--- src/rtl/sdrd_deserializer_pkg.sv ---
// Shared types and window-decode constants for the serial response deserializer.
package sdrd_deserializer_pkg;

   typedef enum logic {
      ST_IDLE  = 1'b0,
      ST_SHIFT = 1'b1
   } sdrd_state_e;

   localparam logic WIN_BA13 = 1'b0;
   localparam logic WIN_BA12 = 1'b1;

   // Bus cycle lands in the serial window, independent of direction.
   function automatic logic win_hit(input logic stb, input logic sser_n,
                                    input logic ba13, input logic ba12);
      return stb & ~sser_n & (ba13 == WIN_BA13) & (ba12 == WIN_BA12);
   endfunction

endpackage

--- src/rtl/sdrd_deserializer.sv ---
// Assembles sdrd bits sampled on serial-window read cycles into WIDTH-bit words,
// with a one-deep holding register and sticky overrun/timeout/framing flags.
module sdrd_deserializer
   import sdrd_deserializer_pkg::*;
#(
   parameter int WIDTH   = 8,
   parameter int TIMEOUT = 1024
) (
   input  logic             clk,
   input  logic             rst_n,
   input  logic             bus_stb,
   input  logic             sser_n,
   input  logic             ba13,
   input  logic             ba12,
   input  logic             br_w,
   input  logic             sdrd,
   input  logic             sdrd_vld,
   output logic [WIDTH-1:0] rx_data,
   output logic             rx_valid,
   input  logic             rx_ready,
   output logic [$clog2(WIDTH)-1:0] bit_cnt,
   output logic             ovr,
   output logic             tmo,
   output logic             frm,
   input  logic             clr_err,
   output sdrd_state_e      dbg_state
);

   localparam int CW = $clog2(WIDTH);
   localparam int IW = $clog2(TIMEOUT);
   localparam logic [CW-1:0] LAST_BIT = CW'(WIDTH - 1);
   localparam logic [IW-1:0] IDLE_MAX = IW'(TIMEOUT - 1);

   sdrd_state_e      state_q, state_d;
   logic [WIDTH-1:0] sh_q, sh_d;
   logic [CW-1:0]    cnt_q, cnt_d;
   logic [IW-1:0]    idle_q, idle_d;
   logic [WIDTH-1:0] data_q, data_d;
   logic             valid_q, valid_d;
   logic             ovr_q, ovr_d, tmo_q, tmo_d, frm_q, frm_d;

   logic             win, read_hit, write_hit, xfer;
   logic [WIDTH-1:0] sh_shift;
   logic [IW-1:0]    idle_inc;

   assign win       = win_hit(bus_stb, sser_n, ba13, ba12);
   assign read_hit  = win & br_w;
   assign write_hit = win & ~br_w;
   assign xfer      = valid_q & rx_ready;
   assign sh_shift  = {sh_q[WIDTH-2:0], sdrd};
   assign idle_inc  = idle_q + 1'b1;

   always_comb begin
      state_d = state_q;
      sh_d    = sh_q;
      cnt_d   = cnt_q;
      idle_d  = idle_q;
      data_d  = data_q;
      valid_d = valid_q & ~xfer;
      // Flag clear is applied first so a same-cycle error re-sets it below.
      ovr_d   = ovr_q & ~clr_err;
      tmo_d   = tmo_q & ~clr_err;
      frm_d   = frm_q & ~clr_err;

      if (write_hit) begin
         state_d = ST_IDLE;
         sh_d    = '0;
         cnt_d   = '0;
         idle_d  = '0;
      end else if (read_hit) begin
         idle_d = '0;
         if (!sdrd_vld) begin
            frm_d   = 1'b1;
            state_d = ST_IDLE;
            sh_d    = '0;
            cnt_d   = '0;
         end else if (cnt_q == LAST_BIT) begin
            state_d = ST_IDLE;
            sh_d    = '0;
            cnt_d   = '0;
            if (!valid_q || xfer) begin
               data_d  = sh_shift;
               valid_d = 1'b1;
            end else begin
               ovr_d = 1'b1;
            end
         end else begin
            state_d = ST_SHIFT;
            sh_d    = sh_shift;
            cnt_d   = cnt_q + 1'b1;
         end
      end else if (state_q == ST_SHIFT) begin
         if (idle_inc == IDLE_MAX) begin
            tmo_d   = 1'b1;
            state_d = ST_IDLE;
            sh_d    = '0;
            cnt_d   = '0;
            idle_d  = '0;
         end else begin
            idle_d = idle_inc;
         end
      end else begin
         idle_d = '0;
      end
   end

   always_ff @(posedge clk or negedge rst_n) begin
      if (!rst_n) begin
         state_q <= ST_IDLE;
         sh_q    <= '0;
         cnt_q   <= '0;
         idle_q  <= '0;
         data_q  <= '0;
         valid_q <= 1'b0;
         ovr_q   <= 1'b0;
         tmo_q   <= 1'b0;
         frm_q   <= 1'b0;
      end else begin
         state_q <= state_d;
         sh_q    <= sh_d;
         cnt_q   <= cnt_d;
         idle_q  <= idle_d;
         data_q  <= data_d;
         valid_q <= valid_d;
         ovr_q   <= ovr_d;
         tmo_q   <= tmo_d;
         frm_q   <= frm_d;
      end
   end

   assign rx_data   = data_q;
   assign rx_valid  = valid_q;
   assign bit_cnt   = cnt_q;
   assign ovr       = ovr_q;
   assign tmo       = tmo_q;
   assign frm       = frm_q;
   assign dbg_state = state_q;

endmodule

--- config.mk ---
export PLATFORM = sky130hd
export DESIGN_NAME = sdrd_deserializer
export DESIGN_NICKNAME = d
export VERILOG_FILES = /design/src/rtl/sdrd_deserializer_pkg.sv /design/src/rtl/sdrd_deserializer.sv
export SDC_FILE = /design/constraint.sdc
export NUM_CORES = 1
export LEC_CHECK = 0
export ABC_CLOCK_PERIOD_IN_PS = 2000
export BUFFER_PORTS_ARGS = -buffer_cell sky130_fd_sc_hd__buf_2
export CAP_MARGIN = 25
export CORE_ASPECT_RATIO = 0.9
export CORE_MARGIN = 4
export CORE_UTILIZATION = 40
export CTS_BUF_LIST = sky130_fd_sc_hd__clkbuf_4 sky130_fd_sc_hd__clkbuf_8
export DETAILED_ROUTE_END_ITERATION = 10
export HOLD_SLACK_MARGIN = 0.1
export PLACE_DENSITY_LB_ADDON = 0.25
export SETUP_SLACK_MARGIN = 0.2
export SLEW_MARGIN = 0
export SYNTH_ARGS = -nofsm -noshare
export SYNTH_HDL_FRONTEND = slang
export SYNTH_SLANG_ARGS = --single-unit
--- constraint.sdc ---
create_clock -name clk -period 2 [get_ports clk]
set_input_delay 0.1 -clock clk [delete_from_list [all_inputs] [get_ports clk]]
set_output_delay 0.1 -clock clk [all_outputs]
set_load 0.1 [all_outputs]
# Yosys cells after proc, flatten, opt, wreduce, memory -nomap -nowiden
# Cells that the tools add are included.
[totals]
regBits = 33
wordCells = 74
input_bits = 11
output_inout_bits = 16
[classes]
bitwise_logic = 16
n_addsub = 2
n_reduce_logical = 6
n_eq_ne = 2
n_mux = 39
[op_table]
columns = ["op", "count"]
rows = [
  ["$mux 7", 6],
  ["$mux 10", 4],
  ["$mux 1", 23],
  ["$mux 3", 6],
  ["$add 10x1->10 const B", 1],
  ["$and 1x1->1", 10],
  ["$eq 10x10->1 const B", 1],
  ["$not 1->1", 6],
  ["$reduce_bool 3->1", 2],
  ["$reduce_and 5->1", 1],
  ["$add 3x1->3 const B", 1],
  ["$eq 3x3->1 const B", 1],
  ["$reduce_and 2->1", 1],
  ["$logic_not 1->1", 1],
  ["$logic_or 1x1->1", 1],
]

# Depth between registers and ports, before layout
[logic_depth]
word_depth = 8
ltp_mapped = 7

# Worst setup path after synthesis
# No wires, ideal clock.
[synth_path]
path_type = "flip-flop to flip-flop"
startpoint = "register cnt_q[0], in the netlist bit_cnt[0]"
endpoint = "register cnt_q[0], in the netlist bit_cnt[0]"
n_path_buf = 1
slack_ps = -95
arrival_time_ps = 1969
t_required_ps = 1874
stages_incl_launch_ff = 6
cell_sequence = "dfrtp_1 ha_1 ha_1 and2b_1 buf_4 mux2_4"
[synth_between]
elab_chain_cells = 5
elab_cells_between_ends = 6
[synth_lines]
columns = ["item", "line_no", "text"]
rows = [
  ["from (decl)", "sdrd_deserializer.sv:36", "logic [CW-1:0] cnt_q, cnt_d;"],
  ["from (signal assigned)", "sdrd_deserializer.sv:121", "cnt_q <= cnt_d;"],
  ["$add 3x1->3 / $eq 3x3->1 (equally long branches)", "sdrd_deserializer.sv:90, sdrd_deserializer.sv:77", ""],
  ["$mux 3 (*)", "sdrd_deserializer.sv:77", "end else if (cnt_q == LAST_BIT) begin"],
  ["$mux 3 (*)", "sdrd_deserializer.sv:72", "if (!sdrd_vld) begin"],
  ["$mux 3 (*)", "sdrd_deserializer.sv:70", "end else if (read_hit) begin"],
  ["$mux 3 (*)", "sdrd_deserializer.sv:65", "if (write_hit) begin"],
]
# Mark *: on every way between the ends. The rest lies on a longest branch, timed or not.
# A chain may end at the register's enable or synchronous reset.

# Final worst setup path
[layout_path]
startpoint = "register idle_q[0]"
endpoint = "register cnt_q[0], in the netlist bit_cnt[0]"
[layout_between]
elab_chain_cells = 4
[layout_lines]
columns = ["item", "line_no", "text"]
rows = [
  ["from (decl)", "sdrd_deserializer.sv:37", "logic [IW-1:0] idle_q, idle_d;"],
  ["from (signal assigned)", "sdrd_deserializer.sv:122", "idle_q <= idle_d;"],
  ["$add 10x1->10", "sdrd_deserializer.sv:51", "assign idle_inc = idle_q + 1'b1;"],
  ["$eq 10x10->1", "sdrd_deserializer.sv:93", "if (idle_inc == IDLE_MAX) begin"],
  ["$reduce_bool 3->1 (no line)", "--", ""],
  ["$reduce_and 2->1 (no line)", "--", ""],
]
# Every way passes these cells.

==> run_results.csv <==
group,metric,value,unit
power,p_sw,0.3762,mW
clock_tree,tritoncts.num_buffers,5,
setup_path,endpoint_kind,"flip-flop",
sta,timing.slew.headroom,52.03,%
global_routing,groute.usage.overall,14.11,%
clock_tree,tritoncts,"yes",
placement,dpl_cell_area,1652,µm²
flow_run,maxCapViolCount,0,
placement,dp_hpwl,1.911,mm
logic_synthesis,synthTopCellsByArea,"dfrtp_1 (56%), a22o_2 (6.1%), mux2_2 (6.1%)",
clock_tree,cts.sinks,33,
placement,place_inst,184,
power,pwr-share-clk,41.6,%
final_layout,num_antenna_cells,0,
global_routing,grt_pass1_wl,5.064,mm
setup_path,cp-start-kind,"flip-flop",
logic_synthesis,synth_top_area_share,55.88,%
clock_tree,clock_path_buffers,2,
power,powerDensity,770.1,nW/µm²
setup_path,cp_slowest_cell,"dfrtp_2",
final_layout,final_nets,175,
sta,fmax,533.2,MHz
detailed_routing,wl_per_cell,14.87,µm
logic_synthesis,yosysSeqAreaShare,55.88,%
clock_tree,path_clk_slew,70,ps
floorplan,die_x,72.07,µm
floorplan,core-area,3453,µm²
setup_path,path_max_fanout,5,
setup_path,critPathTopFamily,"compound AO/OA/AOI/OAI gates",
power,p_seq_share,47.4,%
detailed_routing,viasPerCell,5.200,
hold_path,hold_class,"in -> reg",
setup_path,cp_cell_sequence,"ha_4 -> and2_4 -> o31a_1 -> o22ai_4 -> a31oi_4 -> mux2_4",
setup_path,path_class,"reg -> reg",
power,power.leakage,0.9364,nW
setup_path,path_buf_inv,0,
floorplan,io_pins,27,
global_routing,antenna_found_initial,0,
logic_synthesis,synth.distinct_cells,32,
setup_path,critPathMaxStageDelay,440,ps
sta,tightest_slew,719.5,ps
detailed_routing,drt-total-wl,3.048,mm
floorplan,dieArea,4732,µm²
placement,port_buffers,26,
sta,hold_viol,0,
placement,gp_congestion,0.9013,
clock_tree,root_buffer,"clkbuf_8",
detailed_routing,first_pass_iters,4,
sta,setup_violations,0,
detailed_routing,route.detailed.drc,0,
power,switching_share,25.32,%
sta,drv_slew,0,
global_routing,grt_pass1_vias,1068,
logic_synthesis,synth_nets,132,
logic_synthesis,synthCells,117,
setup_path,arrival,2050,ps
sta,tns,0,ps
floorplan,start_util,42.79,%
final_layout,syn2layout_area_growth,30.57,%
logic_synthesis,syn_area,1478,µm²
power,p_int,1.110,mW
detailed_routing,drt_iter0_drc,90,
final_layout,stdcell_count,205,
setup_path,required,2170,ps
sta,final.min_clock_period,1875,ps
global_routing,grt_max_degree,34,
power,peakVddDrop,0.3940,mV
detailed_routing,num_vias,1066,
final_layout,fin_area,1929,µm²
logic_synthesis,synth_top_area_cell,"dfrtp_1",
sta,grt_setup_unrepaired,"yes",
clock_tree,clock_latency,290,ps
logic_synthesis,synth.avg_cell_area,12.63,µm²
clock_tree,cts_max_level,2,
logic_synthesis,ys_ff_latch,33,
sta,timing.final.crit_share,93.77,%
run_status,status,"finished clean",
power,combPwrFrac,11.0,%
floorplan,fp.dieH,65.66,µm
floorplan,num_rows,20,
sta,finClkSkew,6.468,ps
final_layout,final_layout_size_suffix_gt1_share,48.45,%
detailed_routing,ant_nets,0,
global_routing,grt-ovfl-total,0,
logic_synthesis,ys_warn_count,0,
## flip-flops by register name, indices dropped and copies added (netlist names)
signal / flops
idle_q: 10
tmo: 1
ovr: 1
rx_valid: 1
bit_cnt: 3
sh_q: 7
rx_data: 8
dbg_state: 1
frm: 1
## cells in the mapped netlist
cell / number
a211oi_1: 1
a21bo_2: 1
a22o_2: 9
a31oi_4: 1
and2_1: 1
and2b_1: 1
and3_1: 2
and4bb_2: 1
buf_2: 1
buf_4: 2
dfrtp_1: 33
ha_1: 4
inv_1: 5
mux2_2: 8
mux2_4: 1
nand2_1: 8
nand2b_1: 1
nand3_1: 1
nand3_2: 3
nand3b_1: 1
nand4_1: 2
nand4b_1: 1
nor2_1: 13
nor2b_1: 1
nor4_4: 1
o21ai_0: 2
o22ai_1: 1
o22ai_2: 1
o31a_1: 1
or2_2: 1
xnor2_1: 5
xor2_1: 3
## what timing repair did
action,in CTS,in global routing
buffers inserted,4,4
cloned,1,0
hold buffers,4,0
resized for setup,1,7
setup endpoints to repair,20,21
pin swaps,3,9
endpoints found under the hold margin,38,0
## power by group through the flow
stage	Combinational, mW	Clock, mW	Sequential, mW
2_1_floorplan	0.0411	0	0.771
3_3_place_gp	0.136	0	0.713
3_5_place_dp	0.139	0	0.713
4_1_cts	0.158	0.638	0.700
5_1_grt	0.176	0.673	0.707
6_report	0.163	0.618	0.705
## layout make-up
type	count	area, µm²
clock buffers	5	68.82
inverters	5	18.77
flip-flops and latches	33	830.8
repair buffers	38	234.0
clock inverters	3	46.29
fillers	310	1524
multi-input cells	77	675.6
well taps	44	55.05
## tightest hold or removal path: stages
cell and delay [ps]:
buf_2 70, nand2b_1 150, nand2_1 70
## cells in the final DEF (no fill, tap or decap), types with 2 or more instances in the layout
master and instances:
dfrtp_1 29, buf_2 26, nor2_1 13, a22o_2 9, nand2_1 8, mux2_2 8
buf_4 7, inv_1 5, clkbuf_8 5, xnor2_1 4, dfrtp_2 4, dlygate4sd3_1 4
nand3_2 3, xor2_1 3, ha_1 3, nand4_1 2, and3_1 2, o21ai_0 2
a31oi_4 2
## cells by family after synthesis
logic type | count (synthesis) | synth area share (%)
AO/OA/AOI/OAI | 17 | 11.26
buffers and inverters | 8 | 2.624
AND/OR/NAND/NOR | 38 | 14.99
XOR/XNOR | 8 | 4.742
flip-flops | 33 | 55.88
adder cells (fa/ha/maj) | 4 | 3.387
multiplexers | 9 | 7.113
## per-layer routing
metal  wire (µm)  vias up  track usage (%)
met3         202        9            5.046
met2        1453       38            20.91
li1            -      498                -
met4          70        0            6.338
met1        1321      521            18.40
met5           0        -                0
## metrics by stage
step	power [mW]	util [%]	hold WS, ps	setup WS (ps)
floorplan	0.8117	-	-195.6	158.6
global placement	0.8491	47.83	199.9	137.5
detailed placement	0.8527	47.83	200.3	114.7
CTS	1.496	53.77	136.9	159.9
global route	1.556	55.87	168.5	86.68
finish	1.486	55.87	138.4	124.6
## path summary, 6_finish.rpt
| check | from | to | slack (ps) | cells after the start |
|---|---|---|---|---|
| min reg2reg | rx_data[6] | rx_data[6] | 500 | 1 |
| max reg2reg | idle_q[0] | bit_cnt[0] | 120 | 6 |
| min | rx_ready | rx_valid | 140 | 3 |
| max in group asynchronous | rst_n | idle_q[0] | 1090 | 2 |
| min in group asynchronous | rst_n | sh_q[3] | 400 | 2 |
| max | idle_q[0] | bit_cnt[0] | 120 | 6 |
Power figures use the tool's default switching activity.
